==> src/rtl/cpu_pkg.sv <==
// Shared CPU types: ALU op encoding, RV32I opcode/funct7 constants, issue packet.
package cpu_pkg;

  typedef enum logic [3:0] {
    ALU_ADD  = 4'd0,
    ALU_SUB  = 4'd1,
    ALU_SLL  = 4'd2,
    ALU_SLT  = 4'd3,
    ALU_SLTU = 4'd4,
    ALU_XOR  = 4'd5,
    ALU_SRL  = 4'd6,
    ALU_SRA  = 4'd7,
    ALU_OR   = 4'd8,
    ALU_AND  = 4'd9
  } t_alu_op;

  localparam logic [6:0] OPC_REG = 7'b0110011;
  localparam logic [6:0] OPC_IMM = 7'b0010011;
  localparam logic [6:0] OPC_LUI = 7'b0110111;

  localparam logic [6:0] F7_BASE = 7'b0000000;
  localparam logic [6:0] F7_ALT  = 7'b0100000;

  typedef struct packed {
    t_alu_op     alu_op;
    logic [31:0] in1;
    logic [31:0] in2;
    logic [4:0]  rd;
    logic        illegal;
  } t_issue_pkt;

  // Map funct3 to an ALU op; alt selects SUB/SRA on the two funct3 codes that have one.
  function automatic t_alu_op f3_op(input logic [2:0] f3, input logic alt);
    t_alu_op op;
    case (f3)
      3'b000:  op = alt ? ALU_SUB : ALU_ADD;
      3'b001:  op = ALU_SLL;
      3'b010:  op = ALU_SLT;
      3'b011:  op = ALU_SLTU;
      3'b100:  op = ALU_XOR;
      3'b101:  op = alt ? ALU_SRA : ALU_SRL;
      3'b110:  op = ALU_OR;
      default: op = ALU_AND;
    endcase
    return op;
  endfunction

endpackage

==> src/rtl/alu_decode.sv <==
// Combinational RV32I integer-compute decoder producing one issue packet.
module alu_decode
  import cpu_pkg::*;
(
  input  logic [31:0] instr,
  input  logic [31:0] rs1_data,
  input  logic [31:0] rs2_data,
  output t_issue_pkt  pkt
);

  logic [6:0]  opc;
  logic [2:0]  f3;
  logic [6:0]  f7;
  logic        is_shift;
  logic        legal;
  t_alu_op     op;
  logic [31:0] in1;
  logic [31:0] in2;

  assign opc      = instr[6:0];
  assign f3       = instr[14:12];
  assign f7       = instr[31:25];
  assign is_shift = (f3 == 3'b001) || (f3 == 3'b101);

  // Opcode/funct decode; illegal encodings collapse to a zeroed ADD packet.
  always_comb begin
    legal = 1'b0;
    op    = ALU_ADD;
    in1   = '0;
    in2   = '0;
    case (opc)
      OPC_REG: begin
        legal = (f7 == F7_BASE) ||
                ((f7 == F7_ALT) && ((f3 == 3'b000) || (f3 == 3'b101)));
        op    = f3_op(f3, f7 == F7_ALT);
        in1   = rs1_data;
        in2   = rs2_data;
      end
      OPC_IMM: begin
        in1 = rs1_data;
        if (is_shift) begin
          // shamt lives in the rs2 field; funct7 is an encoding, not immediate
          legal = (f7 == F7_BASE) || ((f7 == F7_ALT) && (f3 == 3'b101));
          op    = f3_op(f3, (f7 == F7_ALT) && (f3 == 3'b101));
          in2   = {27'b0, instr[24:20]};
        end else begin
          legal = 1'b1;
          op    = f3_op(f3, 1'b0);
          in2   = {{20{instr[31]}}, instr[31:20]};
        end
      end
      OPC_LUI: begin
        legal = 1'b1;
        op    = ALU_ADD;
        in1   = '0;
        in2   = {instr[31:12], 12'b0};
      end
      default: legal = 1'b0;
    endcase

    if (legal) pkt = '{alu_op: op, in1: in1, in2: in2, rd: instr[11:7], illegal: 1'b0};
    else       pkt = '{alu_op: ALU_ADD, in1: '0, in2: '0, rd: '0, illegal: 1'b1};
  end

endmodule

==> src/rtl/alu_issue.sv <==
// Decode-and-issue stage: valid/ready in, registered ALU packet out, 2-entry skid.
module alu_issue
  import cpu_pkg::*;
(
  input  logic        clk,
  input  logic        rst,
  input  logic        instr_valid,
  output logic        instr_ready,
  input  logic [31:0] instr,
  output logic [4:0]  rf_rs1_addr,
  output logic [4:0]  rf_rs2_addr,
  input  logic [31:0] rf_rs1_data,
  input  logic [31:0] rf_rs2_data,
  output logic        out_valid,
  input  logic        out_ready,
  output t_alu_op     alu_op,
  output logic [31:0] alu_in1,
  output logic [31:0] alu_in2,
  output logic [4:0]  out_rd,
  output logic        out_illegal
);

  localparam t_issue_pkt PKT_RST = '{alu_op: ALU_ADD, in1: '0, in2: '0, rd: '0, illegal: 1'b0};

  t_issue_pkt dec_pkt;
  t_issue_pkt out_q;
  t_issue_pkt skid_q;
  logic       out_vld_q;
  logic       skid_full;
  logic       accept;
  logic       out_free;

  assign rf_rs1_addr = instr[19:15];
  assign rf_rs2_addr = instr[24:20];

  alu_decode u_dec (
    .instr    (instr),
    .rs1_data (rf_rs1_data),
    .rs2_data (rf_rs2_data),
    .pkt      (dec_pkt)
  );

  // Ready depends only on the skid flop (plus reset), never on out_ready.
  assign instr_ready = !skid_full && !rst;
  assign accept      = instr_valid && instr_ready;
  // Output register can take a new entry this cycle (empty or draining).
  assign out_free    = !out_vld_q || out_ready;

  // Output register + skid entry; skid always drains ahead of new input to keep FIFO order.
  always_ff @(posedge clk) begin
    if (rst) begin
      out_q     <= PKT_RST;
      skid_q    <= PKT_RST;
      out_vld_q <= 1'b0;
      skid_full <= 1'b0;
    end else if (out_free) begin
      if (skid_full) begin
        // no accept possible here: ready is low while the skid is full
        out_q     <= skid_q;
        out_vld_q <= 1'b1;
        skid_full <= 1'b0;
      end else if (accept) begin
        out_q     <= dec_pkt;
        out_vld_q <= 1'b1;
      end else begin
        out_vld_q <= 1'b0;
      end
    end else if (accept) begin
      skid_q    <= dec_pkt;
      skid_full <= 1'b1;
    end
  end

  assign out_valid   = out_vld_q;
  assign alu_op      = out_q.alu_op;
  assign alu_in1     = out_q.in1;
  assign alu_in2     = out_q.in2;
  assign out_rd      = out_q.rd;
  assign out_illegal = out_q.illegal;

endmodule

==> config.mk <==
export PLATFORM = sky130hd
export DESIGN_NAME = alu_issue
export DESIGN_NICKNAME = d
export VERILOG_FILES = /design/src/rtl/cpu_pkg.sv /design/src/rtl/alu_decode.sv /design/src/rtl/alu_issue.sv
export SDC_FILE = /design/constraint.sdc
export NUM_CORES = 1
export LEC_CHECK = 0
export CAP_MARGIN = 15
export CORE_ASPECT_RATIO = 0.8
export CORE_MARGIN = 10
export CORE_UTILIZATION = 40
export CTS_CLUSTER_DIAMETER = 200
export DETAILED_ROUTE_END_ITERATION = 16
export PLACE_DENSITY_LB_ADDON = 0.2
export SLEW_MARGIN = 25
export SYNTH_ARGS = -nofsm -noshare
export SYNTH_HDL_FRONTEND = slang
export SYNTH_SLANG_ARGS = --single-unit
==> constraint.sdc <==
create_clock -name clk -period 2.48 [get_ports clk]
set_input_delay 0.496 -clock clk [delete_from_list [all_inputs] [get_ports clk]]
set_output_delay 0.496 -clock clk [all_outputs]
set_load 0.03 [all_outputs]
* Yosys cells after proc, flatten, opt, wreduce, memory -nomap -nowiden
Cells that the tools add are included.
** Word-level totals
- Register bits after elaboration :: 150
- ROM bits :: 0
- Output and inout bits :: 86
- Input bits :: 100
- Word-level logic and storage cells :: 61
- Memory bits (writable) :: 0
- Latch bits :: 0
- Memories :: 0
** Operators by class
- Multiply operators :: 0
- Magnitude comparators :: 0
- $add $sub $neg :: 0
- Eq/ne operators :: 10
- Reductions and logical operators :: 19
- Shift-type cells :: 0
- Bitwise logic cells :: 1
- Muxes and demuxes :: 19
- Divide/modulo/power cells :: 0
** Operator list (count)
- 2-to-1 mux 74 bit :: 3
- case mux 32 bit (3 select lines) :: 1
- case mux 4 bit (7 select lines) :: 3
- 2-to-1 mux 32 bit :: 2
- == test 7 x 6 -> 1 bit, second input constant :: 3
- == test 3 bit, second input constant :: 3
- case mux 4 bit (2 select lines) :: 1
- == test 7 x 5 -> 1 bit, second input constant :: 1
- zero test 7 bit :: 1
- 2-to-1 mux 1 bit :: 7
- == test 3 x 2 -> 1 bit, second input constant :: 2
- logical OR 1 bit :: 5
- logical AND 1 bit :: 4
- 2-to-1 mux 4 bit :: 1
- AND reduction 2 bit :: 2
- OR reduction 2 bit :: 2
- == test 3 x 1 -> 1 bit, second input constant :: 1
- zero test 1 bit :: 3
- zero test 3 bit :: 1
- case mux 1 bit (3 select lines) :: 1
- nonzero test 2 bit :: 1
- inverter 1 bit :: 1

* Logic depth before layout (Yosys ltp)
- Word-level depth :: 9
- Gate-level depth with buffers :: 8
- Depth with buffers taken out :: 5

* Hierarchy
Synthesis repeated with hierarchy kept, for this count alone.
** Second synthesis, totals
- Cell total of the unflattened synthesis :: 921
- Area, all modules :: 8421.8 um^2
** By module, submodules not included
- alu_issue :: seq. area each 3002.9 um^2, cells an instance 761, area an instance 7304.5 um^2, instances 1
- alu_decode :: seq. area each 0.0 um^2, cells an instance 160, area an instance 1117.3 um^2, instances 1

* Worst setup path before layout
Ideal clock, no wire load.
- Kind :: input-to-reg
- Start point :: in instr[2]
- End point :: reg out_q (netlist bit alu_in1[3])
- Arrival :: 2.067 ns
- Stages on the path :: 7
- Library setup time :: 0.079 ns
- Path slack :: 0.333 ns
- Cells stage by stage :: buf_6 or4_1 buf_2 nor3_4 o41ai_4 buf_6 a211oi_2
** On the way
- Word-level cells in the longest chain between the ends :: 6
- Elaborated cells between the ends (all ways) :: 9
- Those cells by class :: eq/ne: 3; mux: 5; reduce/logical: 1
** Ends and longest elaborated chain
- start, declared :: line alu_issue.sv:9 : input logic [31:0] instr,
- == test 7 x 6 -> 1 bit / == test 7 x 5 -> 1 bit (equally long branches) :: line alu_decode.sv:31 : case (opc)
- OR reduction 2 bit (no line)
- 2-to-1 mux 32 bit :: line alu_decode.sv:31
- 2-to-1 mux 74 bit * :: line alu_decode.sv:61 : if (legal) pkt = '{alu_op: op, in1: in1, in2: in2, rd: instr[11:7], illegal: 1'b0};
- 2-to-1 mux 74 bit * :: line alu_issue.sv:62 : end else if (accept) begin
- 2-to-1 mux 74 bit * :: line alu_issue.sv:57 : if (skid_full) begin
- end signal, assigned :: line alu_issue.sv:59 : out_q <= skid_q;
- end signal, assigned :: line alu_issue.sv:63 : out_q <= dec_pkt;
- end, declared :: line alu_issue.sv:26 : t_issue_pkt out_q;
Mark *: on every way between the ends. The rest lies on a longest branch, timed or not. The select of a mux whose other input is x is not followed.
A chain may end at the register's enable or synchronous reset.

* Worst setup path in the final report
- Start point :: in instr[26]
- End point :: reg out_q (netlist bit alu_in1[2])
** On the way
- Word-level cells in the longest chain between the ends :: 8
- Elaborated cells between the ends (all ways) :: 11
- Those cells by class :: eq/ne: 1; mux: 5; reduce/logical: 5
** Ends and longest elaborated chain
- == test 7 x 6 -> 1 bit :: line alu_decode.sv:34, alu_decode.sv:43
- logical AND 1 bit :: line alu_decode.sv:43 : legal = (f7 == F7_BASE) || ((f7 == F7_ALT) && (f3 == 3'b101));
- logical OR 1 bit :: line alu_decode.sv:43
- 2-to-1 mux 1 bit :: line alu_decode.sv:41 : if (is_shift) begin
- case mux 1 bit (3 select lines) * :: line alu_decode.sv:31
- 2-to-1 mux 74 bit * :: line alu_decode.sv:61
- 2-to-1 mux 74 bit * :: line alu_issue.sv:62
- 2-to-1 mux 74 bit * :: line alu_issue.sv:57
Marked as above.

==> key figures <==
Final layout
  – Final Instance Count excl. Fillers: 1125
  – Share of layout cells above drive strength 1: 15.0%
  – Layout Nets: 992
  – Area Growth Syn to Fin: 44.3%
  – Fin area: 9570 um2
  – Antenna fix cells: 0

Clocking
  – Clock buffer depth: 2
  – Clk sinks: 150
  – H-tree Lvls: 4
  – Post-CTS sizing: 0
  – Worst-Skew Late Latency: 0.43 ns
  – Postcts setup bufs: 0
  – CTS Hold Bufs: 0
  – Reg clk slew, reported paths: 0.06 ns
  – Cts bufs inserted: 17
  – CTS tree: built
  – Root Driver: clkbuf_16

Setup path
  – CP delay by family, top: buffers and inverters
  – Worst path cell trace: clkdlybuf4s50_1, nor4_1, buf_4, nand3_1, nor3_4, buf_12, o41ai_4, buf_12, a211oi_1
  – Crit end category: flop
  – CP max FO: 15
  – Top cell by count, worst path: buf_12
  – Worst setup SP type: primary input
  – Worst path arrival time: 2.59 ns
  – CP max-delay cell: clkdlybuf4s50_1
  – Max incr delay on CP: 0.44 ns
  – WS Path Type: in2reg
  – Crit path required time: 2.83 ns
  – WP buf/inv: 4

Power and ir drop
  – Switching share of total power: 25.9%
  – Pwr dens: 627 nW/um2
  – Leak Pwr: 3.57 nW
  – Comb pwr share: 14.1%
  – Sw power: 1.55 mW
  – Clock share of power: 44.6%
  – Total chip power: 6.00 mW
  – Flop pwr share: 41.3%
  – Internal cell power: 4.45 mW
  – Worst VDD drop: 0.000402 V

STA
  – # setup viols final: 0
  – Relative slew margins: 54.8%
  – RSZ-0062 raised after global routing: false
  – Max Clock Skew: 0.00713 ns
  – Final Max Tran Viols: 0
  – Final min period: 2.24 ns
  – Hold WS: 0.374 ns
  – Fmax: 446 MHz
  – Worst-Margin Slew: 0.678 ns
  – Final Cycle Share: 90.3%
  – Post-route setup slack: 0.239 ns
  – Final hold vios: 0

GRT
  – Number of global-route vias before repair: 6493
  – Grt met3 use: 5.77%
  – Largest net degree at the start of global routing: 50
  – Grt ovf: 0
  – Met1 Use GR: 24.2%
  – First-pass GRT wire length: 34500 um
  – GRT Util Overall: 19.3%
  – Initial antenna violation count: 0
  – M2 GR Usage: 31.5%
  – Gr busiest metal: met2

Logic synthesis
  – Async SR Flop Fraction: 0%
  – Flops & latches, synth: 150
  – Syn_nets: 806
  – Number of synthesized flops with an enable pin: 0
  – Top FF cell, synth: dfxtp_1
  – Synth Cell Area: 6630 um2
  – Sequential area share after synthesis: 45.3%
  – Synth warn: 0
  – Netlist cell types: 50
  – Syn Inst Count: 706
  – Mean post-synth cell area: 9.39 um2

Floorplanning
  – Die Height: 135 um
  – Core Area: 16400 um2
  – Full die area: 22100 um2
  – Die W: 164 um
  – IO Count: 186
  – Initial Utilization: 40.4%
  – Std-Cell Rows: 42

Placed design
  – Post-DP HPWL: 15500 um
  – Gpl congestion: 0.868
  – DP Worst Slack: -0.155 ns
  – Dpl cells: 1093
  – DP Area: 8950 um2
  – Buffers on Ports: 185

Drt
  – DR DRC count: 0
  – Post-route ant nets: 0
  – 1st-pass router iterations: 5
  – Vias/cell: 5.47
  – Wirelength, routed: 21400 um
  – Vias: 6150
  – Routed WL per cell: 19.0 um
  – DR iter-0 viols: 360

Outcome
  – Status: finished, final reports clean

Worst hold path
  – Worst hold path class: in2reg

Flow run
  – MaxCap Viol Count: 0
[per-stage QoR]
| step | setup TNS (ns) | utilization (%) |
|---|---|---|
| after CTS | 0 | 58.3 |
| after global placement | -13.54 | 54.6 |
| final | 0 | 58.3 |
| after floorplan | 0 | - |
| after global routing | 0 | 58.3 |
| after detailed placement | -14.06 | 54.6 |
[worst register-to-register path, cell delays in order, from the launching register on]
cell and delay, ns:
dfxtp_1 0.32, nand2b_2 0.08, buf_4 0.28, buf_4 0.34, o21a_4 0.22, buf_12 0.21, o21ai_0 0.13, a311oi_1 0.24
[registers in the layout (all words and copies together) (netlist names)]
name and cells:
skid_q 74, alu_in1 32, alu_in2 32, out_rd 5
alu_op 4, out_illegal 1, out_valid 1, skid_full 1
[path summary, 6_finish.rpt]
check | startpoint | endpoint | slack, ns | cells after the start
min | rst | out_valid$_SDFFE_PP0P_ | 0.37 | 2
min reg2reg | skid_q[14]$_SDFFE_PP0P_ | skid_q[14]$_SDFFE_PP0P_ | 0.45 | 2
max reg2reg | out_valid$_SDFFE_PP0P_ | alu_op[0]$_SDFFE_PP0P_ | 0.56 | 7
max | instr[26] | alu_in1[2]$_SDFFE_PP0P_ | 0.24 | 9
[cells in the mapped netlist, types with 2 or more instances]
| cell type | count | area [um2] |
|---|---|---|
| o21ai_1 | 3 | 15.0 |
| nand3_1 | 4 | 20.0 |
| o21a_1 | 3 | 22.5 |
| dfxtp_1 | 150 | 3000 |
| mux2_2 | 5 | 56.3 |
| nor2_1 | 48 | 180 |
| o31ai_1 | 2 | 15.0 |
| and3_1 | 38 | 238 |
| nand3b_1 | 2 | 15.0 |
| nor3b_1 | 2 | 15.0 |
| o21ai_0 | 36 | 180 |
| a211oi_2 | 29 | 363 |
| a22oi_1 | 16 | 120 |
| buf_4 | 12 | 90.1 |
| inv_1 | 3 | 11.3 |
| nor4_1 | 2 | 12.5 |
| o22ai_1 | 19 | 119 |
| nand2b_1 | 5 | 31.3 |
| buf_1 | 2 | 7.51 |
| and2_1 | 2 | 12.5 |
| nor3_1 | 4 | 20.0 |
| o2bb2ai_1 | 19 | 166 |
| nor2b_1 | 3 | 18.8 |
| a21oi_1 | 42 | 210 |
| mux2i_1 | 34 | 340 |
| a311oi_1 | 2 | 17.5 |
| buf_2 | 5 | 25.0 |
| a22o_1 | 56 | 490 |
| a211oi_1 | 4 | 30.0 |
| or3_1 | 3 | 18.8 |
| nand2_1 | 77 | 289 |
| o211ai_1 | 4 | 30.0 |
| clkbuf_1 | 47 | 176 |
| buf_6 | 7 | 78.8 |
[logic make-up (layout without fill, tap and decap cells)]
group / count (synthesis) / after routing / share of synthesized area [%]
AND/OR/NAND/NOR: 196 / 196 / 14.2
XOR/XNOR: 1 / 1 / 0.132
AO/OA/AOI/OAI: 244 / 244 / 28.5
flip-flops: 150 / 150 / 45.3
multiplexers: 39 / 39 / 5.98
buffers and inverters: 76 / 275 / 5.87
[power by group through the flow]
stage / combinational, mW / sequential [mW] / clock (mW)
finish: 0.846 / 2.48 / 2.67
global route: 0.910 / 2.48 / 2.81
CTS: 0.852 / 2.48 / 2.69
detailed placement: 0.849 / 2.53 / 0
global placement: 0.834 / 2.53 / 0
floorplan: 0.349 / 2.61 / 0
[layer usage]
metal	vias up	routed length, um
li1	2971	-
met3	21	1490
met5	-	0
met1	2959	9600
met2	199	10000
met4	0	261
[layout by cell type, fill, tap and decap left out, types with 4 or more instances in the layout]
cell type	count
o2bb2ai_1	19
nor3_1	4
o21ai_0	35
a211oi_1	4
a21oi_1	42
a211oi_2	29
and3_1	38
a22oi_1	16
buf_4	45
clkdlybuf4s50_1	182
nor2_1	47
mux2i_1	34
nand2_1	77
nand2b_1	4
buf_12	11
o211ai_1	4
dfxtp_1	149
nand3_1	4
o22ai_1	19
mux2_2	5
a22o_1	56
clkbuf_16	18
[final cells by class]
class / count / area [um2]
Clock buffer: 20 / 478
Sequential cell: 150 / 3010
Multi-Input combinational cell: 480 / 3260
Timing Repair Buffer: 240 / 2390
Fill cell: 1442 / 6830
Clock inverter: 12 / 140
Inverter: 3 / 11.3
Tap cell: 220 / 275
No activity file was read; power rests on OpenSTA's default activity.
